**src/rtl/unary_stream_gen.sv**
```systemverilog
`timescale 1ns/1ps
// unary_stream_gen: feeder for the unary adder stage.
// Takes two binary operands through a valid/ready handshake and plays them
// out as thermometer-coded serial streams (ones first), then holds the adder
// in write mode for a drain window and pulses done.
//
// state    | meaning
// ---------+-------------------------------------------------------------
// S_IDLE   | waiting for an operand pair, in_ready high
// S_STREAM | LEN cycles of read phase, bit k of each unary stream driven
// S_WRITE  | DRAIN cycles of write phase, adder emits its sum
// S_DONE   | one-cycle done pulse, then back to idle
//
// Every output is a register loaded from the decoded next state, so the
// outputs of a cycle always describe the state the FSM is in that cycle.
module unary_stream_gen #(
    parameter int LEN   = 16,
    parameter int W     = 5,
    parameter int DRAIN = 33
) (
    input  logic         clk,
    input  logic         rst,
    input  logic         in_valid,
    output logic         in_ready,
    input  logic [W-1:0] a_val,
    input  logic [W-1:0] b_val,
    input  logic         abort,
    output logic         A,
    output logic         B,
    output logic         en,
    output logic         read_or_write,
    output logic         busy,
    output logic         done,
    output logic         err
);

    localparam int KW = (LEN > 1) ? $clog2(LEN) : 1;
    localparam int DW = $clog2(DRAIN + 1);

    localparam logic [W-1:0]  LEN_V  = W'(LEN);
    localparam logic [KW-1:0] K_LAST = KW'(LEN - 1);
    localparam logic [DW-1:0] D_LOAD = DW'(DRAIN - 1);

    typedef enum logic [1:0] {
        S_IDLE   = 2'd0,
        S_STREAM = 2'd1,
        S_WRITE  = 2'd2,
        S_DONE   = 2'd3
    } state_t;

    state_t        state, nxt_state;
    logic [KW-1:0] k, nxt_k;
    logic [DW-1:0] dcnt, nxt_dcnt;
    logic [W-1:0]  a_q, b_q, nxt_a_q, nxt_b_q;
    logic          nxt_err;
    logic          accept;

    logic          nxt_in_ready, nxt_busy, nxt_en, nxt_rw, nxt_done;
    logic          nxt_a_bit, nxt_b_bit;

    // An abort seen in idle suppresses a simultaneous accept.
    assign accept = (state == S_IDLE) && in_valid && !abort;

    // State register together with the counters, operand latches and outputs.
    always_ff @(posedge clk) begin
        if (rst) begin
            state         <= S_IDLE;
            k             <= '0;
            dcnt          <= '0;
            a_q           <= '0;
            b_q           <= '0;
            err           <= 1'b0;
            in_ready      <= 1'b1;
            busy          <= 1'b0;
            en            <= 1'b0;
            read_or_write <= 1'b0;
            A             <= 1'b0;
            B             <= 1'b0;
            done          <= 1'b0;
        end else begin
            state         <= nxt_state;
            k             <= nxt_k;
            dcnt          <= nxt_dcnt;
            a_q           <= nxt_a_q;
            b_q           <= nxt_b_q;
            err           <= nxt_err;
            in_ready      <= nxt_in_ready;
            busy          <= nxt_busy;
            en            <= nxt_en;
            read_or_write <= nxt_rw;
            A             <= nxt_a_bit;
            B             <= nxt_b_bit;
            done          <= nxt_done;
        end
    end

    // Next-state logic: handshake, clamping, bit index and drain down-counter.
    always_comb begin
        nxt_state = state;
        nxt_k     = k;
        nxt_dcnt  = dcnt;
        nxt_a_q   = a_q;
        nxt_b_q   = b_q;
        nxt_err   = err;
        case (state)
            S_IDLE: begin
                if (accept) begin
                    nxt_a_q   = (a_val > LEN_V) ? LEN_V : a_val;
                    nxt_b_q   = (b_val > LEN_V) ? LEN_V : b_val;
                    nxt_err   = (a_val > LEN_V) || (b_val > LEN_V);
                    nxt_k     = '0;
                    nxt_state = S_STREAM;
                end
            end
            S_STREAM: begin
                if (abort) begin
                    nxt_state = S_IDLE;
                end else if (k == K_LAST) begin
                    nxt_dcnt  = D_LOAD;
                    nxt_state = S_WRITE;
                end else begin
                    nxt_k = k + KW'(1);
                end
            end
            S_WRITE: begin
                if (abort) begin
                    nxt_state = S_IDLE;
                end else if (dcnt == '0) begin
                    nxt_state = S_DONE;
                end else begin
                    nxt_dcnt = dcnt - DW'(1);
                end
            end
            S_DONE: begin
                nxt_state = S_IDLE;
            end
            default: begin
                nxt_state = S_IDLE;
            end
        endcase
    end

    // Output decode of the next state, registered in the state register block.
    always_comb begin
        nxt_in_ready = (nxt_state == S_IDLE);
        nxt_busy     = (nxt_state != S_IDLE);
        nxt_en       = (nxt_state == S_STREAM) || (nxt_state == S_WRITE);
        nxt_rw       = (nxt_state == S_WRITE);
        nxt_done     = (nxt_state == S_DONE);
        nxt_a_bit    = 1'b0;
        nxt_b_bit    = 1'b0;
        if (nxt_state == S_STREAM) begin
            nxt_a_bit = (W'(nxt_k) < nxt_a_q);
            nxt_b_bit = (W'(nxt_k) < nxt_b_q);
        end
    end

endmodule

```
**config.mk**
```make
export PLATFORM = sky130hd
export DESIGN_NAME = unary_stream_gen
export DESIGN_NICKNAME = d
export VERILOG_FILES = /design/src/rtl/unary_stream_gen.sv
export SDC_FILE = /design/constraint.sdc
export NUM_CORES = 1
export LEC_CHECK = 0
export ABC_AREA = 1
export BUFFER_PORTS_ARGS = -buffer_cell sky130_fd_sc_hd__buf_2
export CORE_AREA = 10 10 68 70
export DETAILED_ROUTE_END_ITERATION = 6
export DIE_AREA = 0 0 78 80
export PLACE_DENSITY = 0.76
export SYNTH_ARGS = -nofsm -noshare
export SYNTH_HDL_FRONTEND = slang
export SYNTH_SLANG_ARGS = --single-unit
```
**constraint.sdc**
```tcl
create_clock -name clk -period 1.9 [get_ports clk]
set_clock_uncertainty 0.15 [all_clocks]
set_input_delay 0.095 -clock clk [delete_from_list [all_inputs] [get_ports clk]]
set_output_delay 0.095 -clock clk [all_outputs]
set_load 0.005 [all_outputs]
```
==> impl_metrics.env, run 1 <==
export IMPL_r2r_cells=13
export IMPL_grtUsageTotal=0.1449
export IMPL_dp_slack_ps=-115.7
export IMPL_setup_violations=4
export IMPL_path_clk_slew_ps=110
export IMPL_cp_depth=13
export IMPL_hp_start="b_val[1]"
export IMPL_worstHoldPathType="input pin to flip-flop"
export IMPL_io_buffers=21
export IMPL_drtAntennaViolNets=0
export IMPL_cp_common_cell="nand2_1"
export IMPL_clk_latency_ps=340
export IMPL_ys_seq_area_frac=0.3684
export IMPL_cts_root_buf="clkbuf_4"
export IMPL_post_route_util=0.7486
export IMPL_end_kind="flip-flop"
export IMPL_cp_buffers_inverters=3
export IMPL_fp_dieW_um=78
export IMPL_rsz0062_at_grt="yes"
export IMPL_cts_buffers=5
export IMPL_clk_path_buf_depth=2
export IMPL_fillers=207
export IMPL_die_area_um2=6240
export IMPL_setup_slack_ps=-167.3
export IMPL_grt_max_degree=16
export IMPL_grt_pass1_vias=1705
export IMPL_io_pin_count=22
export IMPL_hold_end="err"
export IMPL_status="finished, violations left"
export IMPL_synth_avg_cell_area_um2=6.879
export IMPL_die_height_um=80
export IMPL_drc=0
export IMPL_leakage_uw=0.001168
export IMPL_startpoint_type="flip-flop"
export IMPL_max_freq_ghz=0.4837
export IMPL_vias=1895
export IMPL_required_ps=2050
export IMPL_max_slew_margin=0.7744
export IMPL_worst_r2r_endpoint="A"
export IMPL_syn_nets=264
export IMPL_final_max_slew_viol_count=0
export IMPL_syn_to_final_growth_pct=50.81
export IMPL_wl_per_cell_um=15.42
export IMPL_slowest_stage="dfxtp_4"
export IMPL_crit_chain="buf_4 > nor2_4 > nand2_1 > o21ai_1 > nand3_1 > nand2_2 > ha_4 > inv_2 > nor2_4 > nand2_1 > nor2_1 > nand2_1 > inv_1"
export IMPL_r2r_start="state[1]"
export IMPL_overflow=0
export IMPL_powerDensity_nw_per_um2=543.9
export IMPL_tightest_slew_ps=338.4
export IMPL_cts_tree="yes"
export IMPL_ys_ff_latch=30
export IMPL_drt_total_wl_mm=5.520
export IMPL_vdd_drop_max_v=0.0005138
export IMPL_r2r_setup_slack_ps=-170
export IMPL_avgViaCountPerCell=5.293
export IMPL_syn_inst=237
export IMPL_maxCapViolCount=0
export IMPL_antenna_cells=0
export IMPL_place_congestion=0.9577
export IMPL_yosysWarnings=0
export IMPL_dpl_hpwl_mm=2.993
export IMPL_grt_pass1_wl_mm=7.217
export IMPL_path_class="flip-flop to flip-flop"
export IMPL_drive_gt1_frac=0.3590
export IMPL_synth_area_um2=1630
export IMPL_min_period_over_period=1.088
export IMPL_violations="negative setup slack"
export IMPL_min_period_ps=2067
export IMPL_worstPathArrival_ps=2210
export IMPL_holdPathStages=7
export IMPL_num_nets_final=338
export IMPL_first_iter_violations=133
export IMPL_hold_viol_final=0
export IMPL_dr_pass1_iters=4
export IMPL_cts_sinks=30
export IMPL_cp_max_fo=5
export IMPL_critPathTopFamily="simple AND/OR/NAND/NOR gates"
export IMPL_fp_row_count=21
export IMPL_core_area_um2=3284
export IMPL_critical_path_max_stage_delay_ps=370
export IMPL_netlist_cell_type_count=27
export IMPL_start_util=0.4964
export IMPL_antenna_found_initial=0
export IMPL_htreeDepth=2
[flip-flops by register name, summed over array words and instances (netlist names)]
signal / flops
A: 1
B: 1
a_q: 5
b_q: 5
busy: 1
dcnt: 6
done: 1
en: 1
err: 1
in_ready: 1
k: 4
read_or_write: 1
state: 2
[kinds of logic after synthesis]
family	after synthesis	share of synthesized area
AO/OA/AOI/OAI	27	0.09209
XOR/XNOR	2	0.01075
adder cells (fa/ha/maj)	13	0.09977
buffers and inverters	39	0.09439
flip-flops	30	0.3684
AND/OR/NAND/NOR	126	0.3346
[worst register-to-register path: stages (launching register included)]
cell and delay, ps:
dfxtp_4 370, buf_4 140, nor2_4 140, nand2_1 90, o21ai_1 100, nand3_1 150
nand2_2 180, ha_4 150, inv_2 40, nor2_4 130, nand2_1 80, nor2_1 160
nand2_1 80, inv_1 60
[layer usage]
| metal | wire, um | part of all wire | vias up | global-route usage |
|---|---|---|---|---|
| li1 | - | - | 899 | - |
| met1 | 1941 | 0.35 | 883 | 0.1292 |
| met2 | 2981 | 0.54 | 82 | 0.2803 |
| met3 | 309 | 0.056 | 31 | 0.04279 |
| met4 | 289 | 0.052 | 0 | 0.08961 |
| met5 | 0 | 0 | - | 0 |
[worst max path at each step]
stage	startpoint	endpoint	slack [ps]
floorplan	state[0]	B	20
global placement	state[0]	B	-70
detailed placement	state[1]	B	-120
CTS	state[1]	B	7
global route	state[0]	A	-330
finish	state[1]	A	-170
[stage by stage]
step | power [uW] | hold slack (ps) | std cells | TNS [ps] | area, um2
2_1_floorplan | 760.7 | 109.6 | 237 | 0 | 1630
5_1_grt | 1396 | 212.3 | 358 | -837.3 | 2459
4_1_cts | 1264 | 81.59 | 346 | 0 | 2180
3_3_place_gp | 820.3 | 242.6 | 321 | -132.9 | 1928
6_report | 1337 | 138.6 | 358 | -360.5 | 2459
3_5_place_dp | 824.5 | 240.8 | 321 | -193.1 | 1928
[where the power goes]
group	internal (uW)	leakage, uW	switching (uW)
clock network	178	0.0000343	239
logic	124	0.000888	145
registers	644	0.000246	8.02
total	945	0.00117	392
[final cells by class]
type,instances,area (um2),share of cell area
Clock buffer,6,51.30,0.02087
Clock inverter,2,12.51,0.005089
Inverter,35,131.4,0.05344
Multi-Input combinational cell,169,1064,0.4326
Sequential cell,30,609.3,0.2478
Tap cell,46,57.56,0.02341
Timing Repair Buffer,70,533.0,0.2168
[layout by cell type (no fill, tap or decap), types with 2 or more instances in the layout]
cell type      Yosys  layout
clkbuf_4           0       5
nor2_4             2       6
nor2_1            36      28
dlygate4sd3_1      0      13
buf_6              1       4
nand2_2            2       5
ha_4               0       3
a21oi_2            0       3
nor2_2             2       6
nand2_1           57      53
buf_4              0      31
nand3_1           18      13
ha_2               0       3
a21oi_1           17      13
buf_2              0      21
ha_1              13       7
nand4_1            4       4
nand3_2            0       5
nand3b_1           2       2
a21o_1             2       2
dfxtp_4            0       2
o21ai_1            1       3
dfxtp_1           30      27
inv_2              1       7
inv_1             34      28
[cells in the mapped netlist (all sizes together)]
cell type  count  area [um2]
xor2           1       8.760
nor2          40       170.2
o211ai         1       7.510
nor3b          1       7.510
a22oi          1       7.510
xnor2          1       8.760
a21o           2       15.01
dfxtp         30       600.6
a31oi          1       6.260
nand4          4       25.02
buf            1       11.26
inv           35       131.4
nand2         59       226.5
a21oi         17       85.08
a22o           1       8.760
nand3         18       90.09
nand3b         2       15.01
nor3           1       5.000
o21ai          4       20.01
ha            13       162.7
nor4           1       6.260
clkbuf         3       11.26
[repair_timing]
| item | 4_1_cts | 5_1_grt |
|---|---|---|
| hold buffers | 13 | 0 |
| setup buffers | 3 | 12 |
| pin swaps | 1 | 24 |
| gates cloned | 1 | 0 |
| resized for setup | 11 | 48 |
| endpoints found under the hold margin | 20 | 0 |
| endpoints found under the setup margin | 2 | 4 |
No activity file was read; power rests on OpenSTA's default activity.
==> inputs of run 2 (changes only) <==
--- a/config.mk
+++ b/config.mk
@@ -11,6 +11,7 @@
 export DETAILED_ROUTE_END_ITERATION = 6
 export DIE_AREA = 0 0 78 80
 export PLACE_DENSITY = 0.76
+export SETUP_SLACK_MARGIN = 0.2
 export SYNTH_ARGS = -nofsm -noshare
 export SYNTH_HDL_FRONTEND = slang
 export SYNTH_SLANG_ARGS = --single-unit
==> run 2 against run 1 <==
Effect of this change: the flow still finishes with violations (negative setup slack); sequential share of layout area about the same; wire length is 5.4% lower; clock-buffer cell count is 1 higher; maximum frequency up 5.8%; setup slack improved by 110 ps; register-to-register slack gained 110 ps; clock power barely moved; sequential power about the same; combinational power is 10% lower; largest power group unchanged.
==> impl_metrics.env, run 2 (synthesis gave the netlist of run 1 again) <==
export IMPL_max_freq_ghz=0.5117
export IMPL_antenna_cells=0
export IMPL_maxCapViolCount=0
export IMPL_num_nets_final=332
export IMPL_fin_cells=352
export IMPL_drc=0
export IMPL_hold_slack_ps=56.60
export IMPL_grt_pass1_vias=1641
export IMPL_htreeDepth=2
export IMPL_status="finished, violations left"
export IMPL_overflow=0
export IMPL_cts_sinks=30
export IMPL_intPower_uw=931.8
export IMPL_layout_common_cells="nand2_1 (52), buf_4 (30), inv_1 (27), nor2_1 (27), dfxtp_1 (23)"
export IMPL_place_area_um2=1913
export IMPL_final_cell_area_um2=2484
export IMPL_drtAntennaViolNets=0
export IMPL_tightest_slew_ps=400.0
export IMPL_leakage_uw=0.001147
export IMPL_cts_buffers=5
export IMPL_die_height_um=80
export IMPL_regMostFlops="dcnt"
export IMPL_routed_wl_met3_um=324
export IMPL_dr_pass1_iters=4
export IMPL_powerDensity_nw_per_um2=528.4
export IMPL_vdd_drop_max_v=0.0004914
export IMPL_p_comb_frac=0.184
export IMPL_slowest_stage="dfxtp_4"
export IMPL_fin_setup_tns_ps=-73.19
export IMPL_clk_path_buf_depth=2
export IMPL_drive_gt1_frac=0.3954
export IMPL_io_buffers=21
export IMPL_core_area_um2=3284
export IMPL_top_regs="dcnt: 6 flops, a_q: 5 flops, b_q: 5 flops"
export IMPL_cts_root_buf="clkbuf_4"
export IMPL_pwr_share_clk=0.319
export IMPL_hold_viol_final=0
export IMPL_path_class="flip-flop to flip-flop"
export IMPL_start_util=0.4964
export IMPL_path_clk_slew_ps=100
export IMPL_dpl_hpwl_mm=2.888
export IMPL_critical_path_max_stage_delay_ps=390
export IMPL_wl_per_cell_um=14.84
export IMPL_end_kind="flip-flop"
export IMPL_p_sw_uw=380.6
export IMPL_die_area_um2=6240
export IMPL_largest_reg_flops=6
export IMPL_grt_max_degree=16
export IMPL_place_congestion=0.8569
export IMPL_max_slew_margin=0.7305
export IMPL_clk_latency_ps=340
export IMPL_min_period_over_period=1.029
export IMPL_syn_to_final_growth_pct=52.34
export IMPL_required_ps=2000
export IMPL_p_sw_frac=0.2900
export IMPL_drt_total_wl_mm=5.223
export IMPL_startpoint_type="flip-flop"
export IMPL_fp_row_count=21
export IMPL_avgViaCountPerCell=5.293
export IMPL_grtUsageTotal=0.1441
export IMPL_wl_met1_mm=2.186
export IMPL_setup_violations=2
export IMPL_cts_tree="yes"
export IMPL_vias=1863
export IMPL_antenna_found_initial=0
export IMPL_worstHoldPathType="input pin to flip-flop"
export IMPL_first_iter_violations=176
export IMPL_worstPathArrival_ps=2050
export IMPL_seqPwrFrac=0.498
export IMPL_grt_pass1_wl_mm=7.396
export IMPL_top_layer_used="met4"
export IMPL_dp_cells=315
export IMPL_rsz0062_at_grt="yes"
export IMPL_crit_chain="inv_4 > nor2_4 > inv_2 > a21oi_4 > a21oi_2 > ha_4 > nand3_2 > nor2_1 > nor2_1 > nand2_1 > inv_1"
export IMPL_final_common_cell="nand2_1"
export IMPL_cp_max_fo=5
export IMPL_final_max_slew_viol_count=0
export IMPL_post_route_util=0.7562
export IMPL_cp_common_cell="nor2_1"
export IMPL_setup_slack_ps=-54.42
export IMPL_io_pin_count=22
export IMPL_min_period_ps=1954
export IMPL_fillers=201
export IMPL_violations="negative setup slack"
export IMPL_wl_met2_mm=2.473
export IMPL_fp_dieW_um=78
[run 2: cell count changes in the layout (fill, tap and decap cells not counted), sizes merged]
cell	delta
dlygate4sd3	-4
buf	-2
clkbuf	+1
clkinvlp	-1
[run 2: final cells by class]
class | instances | area [um2] | area share
Clock inverter | 1 | 5.005 | 0.002015
Clock buffer | 7 | 55.05 | 0.02217
Timing Repair Buffer | 64 | 465.4 | 0.1874
Tap cell | 46 | 57.56 | 0.02317
Sequential cell | 30 | 614.3 | 0.2474
Inverter | 35 | 133.9 | 0.05390
Multi-Input combinational cell | 169 | 1152 | 0.4640
[run 2: critical path: cells and delay by family (launching register included)]
| family | cells | cell delay [ps] |
|---|---|---|
| AOI/OAI and AO/OA | 2 | 270 |
| and+or+nand+nor | 5 | 590 |
| adders and majority gates | 1 | 280 |
| buffers and inverters | 3 | 180 |
| DFF | 1 | 390 |
[run 2: power by group through the flow]
| stage | sequential (uW) | clock [uW] | combinational (uW) |
|---|---|---|---|
| floorplan | 667 | 0 | 98.1 |
| global placement | 666 | 0 | 156 |
| detailed placement | 667 | 0 | 160 |
| CTS | 651 | 416 | 197 |
| global route | 655 | 440 | 263 |
| finish | 653 | 419 | 241 |
[run 2: worst paths after layout]
path,slack (ps),to,start,cells past startpoint
hold reg to reg,340,b_q[0],b_q[0],2
setup / recovery,-50,A,state[0],11
setup reg to reg,-50,A,state[0],11
hold / removal,60,b_q[2],b_val[2],4
[run 2: metrics by stage]
stage | setup WS [ps] | power (uW)
after floorplan | 91.22 | 765.1
after global placement | -0.01454 | 822.8
after detailed placement | -31.52 | 827.1
after CTS | 71.91 | 1264
after global routing | -201.6 | 1358
final | -54.42 | 1312
[run 2: metal layers]
layer | track usage | vias to the layer above
li1 | - | 887
met2 | 0.2421 | 88
met4 | 0.05556 | 0
met1 | 0.1684 | 864
met3 | 0.04392 | 24
met5 | 0 | -
[run 2: timing repair]
item,in CTS,in global routing
gates cloned,1,0
pin swaps,11,15
setup endpoints to repair,5,14
gates resized for setup,28,39
hold endpoints to repair,18,0
buffers inserted,10,9
hold buffers,9,0
